`config.mk`:
```
export PLATFORM = sky130hd
export DESIGN_NAME = demux_1to8_32b_buffered
export DESIGN_NICKNAME = d
export VERILOG_FILES = /design/src/rtl/demux_pkg.sv /design/src/rtl/demux_skid_buffer.sv /design/src/rtl/demux_1to8_32b_buffered.sv
export SDC_FILE = /design/constraint.sdc
export NUM_CORES = 1
export LEC_CHECK = 0
export CELL_PAD_IN_SITES_DETAIL_PLACEMENT = 1
export CELL_PAD_IN_SITES_GLOBAL_PLACEMENT = 1
export CORE_ASPECT_RATIO = 1.25
export CORE_UTILIZATION = 40
export CTS_BUF_LIST = sky130_fd_sc_hd__clkbuf_8
export DETAILED_ROUTE_END_ITERATION = 8
export DONT_BUFFER_PORTS = 1
export GPL_TIMING_DRIVEN = 1
export PLACE_DENSITY = 0.82
export SETUP_SLACK_MARGIN = 0.2
export SLEW_MARGIN = 20
export SYNTH_ARGS = -nofsm -noshare
export SYNTH_HDL_FRONTEND = slang
export SYNTH_SLANG_ARGS = --single-unit
```
`constraint.sdc`:
```
create_clock -name CGRA_Clock -period 9.5 [get_ports CGRA_Clock]
set_clock_uncertainty 0.05 [all_clocks]
set_input_delay 1.9 -clock CGRA_Clock [delete_from_list [all_inputs] [get_ports CGRA_Clock]]
set_output_delay 1.9 -clock CGRA_Clock [all_outputs]
set_load 0.03 [all_outputs]
```
`src/rtl/demux_pkg.sv`:
```
`default_nettype none
// ============================================================================
//  Module   : demux_pkg
//  Brief    : Shared widths, buffer entry type and one-hot decode helper for
//             the buffered 1-to-8 demultiplexer.
//  Revision : 1.0  initial release
// ============================================================================
package demux_pkg;

   localparam int DATA_W  = 32;
   localparam int DEST_W  = 3;
   localparam int NUM_OUT = 8;

   typedef struct packed {
      logic [DATA_W-1:0] data;
      logic [DEST_W-1:0] dest;
   } entry_t;

   function automatic logic [NUM_OUT-1:0] dest_onehot(input logic [DEST_W-1:0] dest);
      logic [NUM_OUT-1:0] v;
      v       = '0;
      v[dest] = 1'b1;
      return v;
   endfunction

endpackage
`default_nettype wire

```
`src/rtl/demux_skid_buffer.sv`:
```
`default_nettype none
// ============================================================================
//  Module   : demux_skid_buffer
//  Brief    : Two-entry FIFO of demux entries with registered not_full flag.
//  Revision : 1.0  initial release
// ============================================================================
module demux_skid_buffer
   import demux_pkg::*;
(
   input  logic   clk,
   input  logic   rst_n,
   input  logic   i_push,
   input  entry_t i_push_entry,
   input  logic   i_pop,
   output logic   o_not_full,
   output logic   o_head_valid,
   output entry_t o_head
);

   localparam logic [1:0] c_cnt_empty = 2'd0;
   localparam logic [1:0] c_cnt_one   = 2'd1;
   localparam logic [1:0] c_cnt_full  = 2'd2;

   logic [1:0] r_count;
   logic [1:0] w_count_next;
   logic       r_not_full;
   entry_t     r_head;
   entry_t     r_tail;
   logic       w_push;
   logic       w_pop;

   assign w_push = i_push & r_not_full;
   assign w_pop  = i_pop & (r_count != c_cnt_empty);

   always_comb begin
      w_count_next = r_count;
      case ({w_push, w_pop})
         2'b10:   w_count_next = r_count + c_cnt_one;
         2'b01:   w_count_next = r_count - c_cnt_one;
         default: w_count_next = r_count;
      endcase
   end

   // Head register keeps its last value when the buffer drains so the data
   // outputs do not glitch while valid is low.
   always_ff @(posedge clk or negedge rst_n) begin
      if (!rst_n) begin
         r_count    <= c_cnt_empty;
         r_not_full <= 1'b0;
         r_head     <= '0;
         r_tail     <= '0;
      end else begin
         r_count    <= w_count_next;
         r_not_full <= (w_count_next != c_cnt_full);
         if (w_pop) begin
            if (r_count == c_cnt_full) begin
               r_head <= r_tail;
            end else if (w_push) begin
               r_head <= i_push_entry;
            end
         end else if (w_push) begin
            if (r_count == c_cnt_empty) begin
               r_head <= i_push_entry;
            end else begin
               r_tail <= i_push_entry;
            end
         end
      end
   end

   assign o_not_full   = r_not_full;
   assign o_head_valid = (r_count != c_cnt_empty);
   assign o_head       = r_head;

endmodule
`default_nettype wire

```
`src/rtl/demux_1to8_32b_buffered.sv`:
```
`default_nettype none
// ============================================================================
//  Module   : demux_1to8_32b_buffered
//  Brief    : Registered 1-to-8 demultiplexer with valid/ready flow control
//             and a 2-entry skid buffer (strict FIFO, head-of-line blocking).
//  Revision : 1.0  initial release
// ============================================================================
module demux_1to8_32b_buffered
   import demux_pkg::*;
#(
   parameter int size  = 32,
   parameter int DEPTH = 2
)
(
   input  logic            CGRA_Clock,
   input  logic            CGRA_Reset,
   input  logic [size-1:0] in,
   input  logic [2:0]      select,
   input  logic            in_valid,
   output logic            in_ready,
   output logic [size-1:0] out0,
   output logic [size-1:0] out1,
   output logic [size-1:0] out2,
   output logic [size-1:0] out3,
   output logic [size-1:0] out4,
   output logic [size-1:0] out5,
   output logic [size-1:0] out6,
   output logic [size-1:0] out7,
   output logic [7:0]      out_valid,
   input  logic [7:0]      out_ready
);

   generate
      if (DEPTH != 2) begin : g_bad_depth
         $error("demux_1to8_32b_buffered: DEPTH must be 2");
      end
      if (size != DATA_W) begin : g_bad_size
         $error("demux_1to8_32b_buffered: size must match demux_pkg::DATA_W");
      end
   endgenerate

   entry_t w_push_entry;
   entry_t w_head;
   logic   w_head_valid;
   logic   w_not_full;
   logic   w_pop;

   assign w_push_entry.data = in;
   assign w_push_entry.dest = select;

   // Only the ready bit of the head's destination can retire it.
   assign w_pop = w_head_valid & out_ready[w_head.dest];

   demux_skid_buffer u_buf (
      .clk          (CGRA_Clock),
      .rst_n        (CGRA_Reset),
      .i_push       (in_valid),
      .i_push_entry (w_push_entry),
      .i_pop        (w_pop),
      .o_not_full   (w_not_full),
      .o_head_valid (w_head_valid),
      .o_head       (w_head)
   );

   assign in_ready  = w_not_full;
   assign out_valid = w_head_valid ? dest_onehot(w_head.dest) : '0;

   assign out0 = w_head.data;
   assign out1 = w_head.data;
   assign out2 = w_head.data;
   assign out3 = w_head.data;
   assign out4 = w_head.data;
   assign out5 = w_head.data;
   assign out6 = w_head.data;
   assign out7 = w_head.data;

endmodule
`default_nettype wire

```
==> results.yml, run 1 <==
clock_tree:
  insertion_delay_ns: 0.35
  ctsHtreeMaxLevel: 3
  ctsHoldBuffers: 0
  cts_buffers: 9
  post_cts_buffers: 0
  cts.repair.resized: 0
  cts_tree: "built"
  clk_pin_slew_ns: 0.08
  clkSinkCount: 73
  cts_max_path_buffers: 2
  cts_root_buf: "clkbuf_8"
logic_synthesis:
  ys_seq_area_share_pct: 31.4
  synth_fp_nets: 673
  ys_seq_elements: 73
  syn_area_um2: 5810
  ys_types: 30
  synth_warnings: 0
  synth_edf_count: 0
  syn_inst: 625
  synthArstFlopShare_pct: 100
  synth.avg_cell_area_um2: 9.30
  synthFlopType: "dfrtp_1"
cells_and_area:
  antenna_cells: 0
  area.growth.synth_to_final_pct: -26.9
  final_cell_mix: "a211oi_1, inv_1, dfrtp_1"
  finalNetCount: 392
  design_area_um2: 4250
  drive_gt1_share_pct: 26.4
  num-fill-cells: 1554
  layout_commonest_cell: "a211oi_1"
place:
  portBuffers: 0
  placed_area_um2: 4030
  dp_hpwl_um: 7770
  dp_slack_ns: 4.36
  gp_congestion: 0.711
die:
  num_rows: 48
  die_w_um: 110
  core_um2: 14000
  dieHeight_um: 137
  die-area_um2: 15000
  io_pins: 311
  start_util_pct: 41.5
run:
  maxCapViolCount: 0
global_routing:
  grt_pass1_vias: 3373
  gr-total-overflow: 0
  track_usage_pct: 16.4
  grt_max_degree: 74
  antenna_found_initial: 1
  grt_pass1_wl_um: 18800
detailed_routing:
  wl_um: 12000
  viasPerCell: 6.00
  wl_per_cell_um: 22.9
  route.vias.total: 3144
  drc: 0
  first_pass_iters: 4
  drt_iter0_drc: 125
  ant_nets: 0
timing:
  period_minus_slack_ns: 4.82
  tns_ns: 0
  timing.final.ws_setup_ns: 4.68
  maxSlewViolCount: 0
  setup_viol: 0
  maxSlewHeadroom_pct: 23.0
  rsz0062_at_grt: "no"
  post-route-period-util_pct: 50.7
  tightest_slew_ns: 1.16
  fmax_mhz: 207
  finalHoldViolCount: 0
setup_path:
  timing.rr.start: "u_buf.o_head[0]"
  endpoint_kind: "register"
  cp.required_ns: 9.65
  startpoint: "out_ready[5]"
  arrival_ns: 4.97
  crit_path_start_kind: "primary input"
  path_max_fanout: 71
  path_class: "in2reg"
min_path:
  min_path_type: "reg2reg"
  min_from: "u_buf.r_tail[24]"
run_status:
  status: "complete, no violations"
path summary, 6_finish.rpt:
path,to,slack (ns),cells after the start
worst max-delay path,u_buf.o_head[9],4.68,10
worst min-delay path,u_buf.r_tail[24],0.45,1
worst max register to register,u_buf.o_head[9],5.62,10
worst min register to register,u_buf.r_tail[24],0.45,1
max in group asynchronous,u_buf.o_head[17],8.07,0
min in group asynchronous,u_buf.o_head[10],1.19,0
worst max-delay path: stages:
cell and delay (ns):
mux2_2 0.27, a22oi_2 0.18, buf_4 0.64, a21oi_1 0.19, inv_1 0.10, ha_1 0.20, or4_1 0.50, buf_4 0.40
nor4_1 0.08, a2111oi_0 0.47
routing by layer:
layer	share of wire, %	routed length, um	GRT usage [%]	vias to the layer above
li1	-	-	-	1392
met1	41	4950	19.7	1615
met2	50	5980	27.4	120
met3	7.4	889	4.67	17
met4	1.5	178	6.44	0
met5	0	0	0	-
Yosys cell counts, types with 3 or more instances:
master / number / area (um^2)
dfrtp_1: 73 / 1830
nor2_1: 9 / 33.8
mux2_1: 4 / 45.0
buf_4: 256 / 1920
nor4_1: 35 / 219
buf_6: 3 / 33.8
buf_2: 4 / 20.0
a211oi_1: 70 / 526
nand2_1: 4 / 15.0
mux2_2: 35 / 394
a2111oi_0: 35 / 307
clkbuf_1: 35 / 131
inv_1: 36 / 135
cell type report:
cell class	instances	area, um^2	share of cell area, %
Clock buffer	11	151	3.57
Timing Repair Buffer	7	48.8	1.15
Tap cell	175	219	5.16
Sequential cell	73	1910	45.0
Clock inverter	5	18.8	0.442
Multi-Input combinational cell	217	1760	41.5
Inverter	36	135	3.18
state kept, by name (all words and copies together), names as in the netlist:
name,flops
u_buf.r_tail,35
u_buf.o_not_full,1
u_buf.r_count,2
u_buf.o_head,35
metrics by stage:
stage / hold slack (ns) / cells / utilization (%)
finish: 0.450 / 524 / 30.3
global route: 0.476 / 524 / 30.3
CTS: 0.452 / 523 / 30.0
detailed placement: 0.436 / 507 / 28.8
global placement: 0.419 / 507 / 28.8
floorplan: 0.409 / 625 / -
cell families after synthesis:
logic type | Yosys count | synth area share, %
xor+xnor | 3 | 0.452
fa+ha+maj | 2 | 0.430
buf+inv | 335 | 38.6
mux | 39 | 7.55
flops | 73 | 31.4
compound gates | 114 | 15.4
simple gates | 59 | 6.07
Power of run 1 is left out: the tool's default activity adds up to more than one toggle a clock period on the data nets, which glitch-free logic cannot reach.
==> run 2, diff against run 1 <==
clock period = 4.94 ns   (was 9.5 ns; I/O delays follow)
==> results.yml, run 2 (synthesis gave the netlist of run 1 again) <==
cells_and_area:
  finalNetCount: 393
  final_cell_mix: "a211oi_1, dfrtp_1, inv_1"
  drive_gt1_share_pct: 27.7
  antenna_cells: 0
  layout_commonest_cell: "a211oi_1"
  design_area_um2: 4330
  num-fill-cells: 1576
  area.growth.synth_to_final_pct: -25.6
  instances_no_fill: 525
detailed_routing:
  wl_um: 12200
  wl_per_cell_um: 23.3
  viasPerCell: 6.09
  ant_nets: 0
  drt_iter0_drc: 113
  drc: 0
  route.vias.total: 3198
  first_pass_iters: 4
setup_path:
  path_class: "in2reg"
  path_cells: "mux2_2 -> a22oi_2 -> a21oi_1 -> inv_1 -> ha_1 -> or4_1 -> buf_4 -> nor4_1 -> a2111oi_0"
  cp.required_ns: 5.09
  arrival_ns: 3.46
  slowest_delay_ns: 0.59
  endpoint_kind: "register"
  crit_slowest_cell: "or4_1"
  path_max_fanout: 19
  crit_path_start_kind: "primary input"
  rrSetupSlack_ns: 1.69
place:
  placed_area_um2: 4030
  dp_hpwl_um: 7620
  gp_congestion: 0.703
  dpl.cell_count: 507
  portBuffers: 0
clock_tree:
  cts.repair.resized: 0
  post_cts_buffers: 0
  clk_pin_slew_ns: 0.08
  cts_tree: "built"
  cts_buffers: 9
  ctsHoldBuffers: 0
  insertion_delay_ns: 0.35
  cts_root_buf: "clkbuf_8"
  cts_max_path_buffers: 2
  clkSinkCount: 73
  ctsHtreeMaxLevel: 3
run_status:
  status: "complete, no violations"
timing:
  tns_ns: 0
  finalHoldViolCount: 0
  post-route-period-util_pct: 66.8
  setup_viol: 0
  period_minus_slack_ns: 3.30
  maxSlewHeadroom_pct: 22.7
  tightest_slew_ns: 1.16
  fmax_mhz: 303
  maxSlewViolCount: 0
  rsz0062_at_grt: "no"
min_path:
  min_path_type: "in2async"
die:
  dieHeight_um: 137
  num_rows: 48
  core_um2: 14000
  die-area_um2: 15000
  die_w_um: 110
  start_util_pct: 41.5
  io_pins: 311
global_routing:
  grt_pass1_wl_um: 19600
  grt_pass1_vias: 3634
  track_usage_pct: 17.2
  grt_max_degree: 74
  antenna_found_initial: 0
  gr-total-overflow: 0
run:
  maxCapViolCount: 0
## run 2: routing by layer
| layer | global-route usage [%] | share of wire [%] | vias up | wire, um |
|---|---|---|---|---|
| met5 | 0 | 0 | - | 0 |
| met4 | 7.48 | 2.1 | 0 | 260 |
| met3 | 4.90 | 7.3 | 21 | 897 |
| met2 | 29.2 | 51 | 132 | 6250 |
| met1 | 20.0 | 39 | 1669 | 4830 |
| li1 | - | - | 1376 | - |
## run 2: worst paths after layout
check                                       from               end  cells past startpoint
worst max-delay path                out_ready[5]  u_buf.o_head[20]                      9
worst min-delay path                  CGRA_Reset   u_buf.o_head[5]                      0
worst max register to register   u_buf.o_head[0]  u_buf.o_head[20]                      9
worst min register to register  u_buf.r_tail[25]  u_buf.r_tail[25]                      1
max in group asynchronous             CGRA_Reset  u_buf.o_head[28]                      0
min in group CGRA_Clock         u_buf.r_tail[25]  u_buf.r_tail[25]                      1
## run 2: critical path, delay by kind of cell
kind	cells	cell delay [ns]
simple gates	2	0.67
compound gates	3	0.81
mux	1	0.29
fa+ha+maj	1	0.19
buf+inv	2	0.49
## run 2: per-stage QoR
stage | utilization [%] | setup slack [ns] | hold slack, ns
2_1_floorplan | - | 1.44 | 0.409
3_3_place_gp | 28.8 | 1.48 | 0.420
3_5_place_dp | 28.8 | 1.26 | 0.430
4_1_cts | 30.4 | 1.65 | 0.245
5_1_grt | 30.9 | 1.40 | 0.232
6_report | 30.9 | 1.64 | 0.273
## run 2: layout make-up
type	instances	area, um^2	area share [%]
multi-input cells	217	1760	40.7
clock inverters	5	78.8	1.82
flip-flops and latches	73	1900	44.0
repair buffers	8	76.3	1.76
clock buffers	11	151	3.50
well taps	175	219	5.06
inverters	36	135	3.12
Power of run 2 is left out for the same reason.
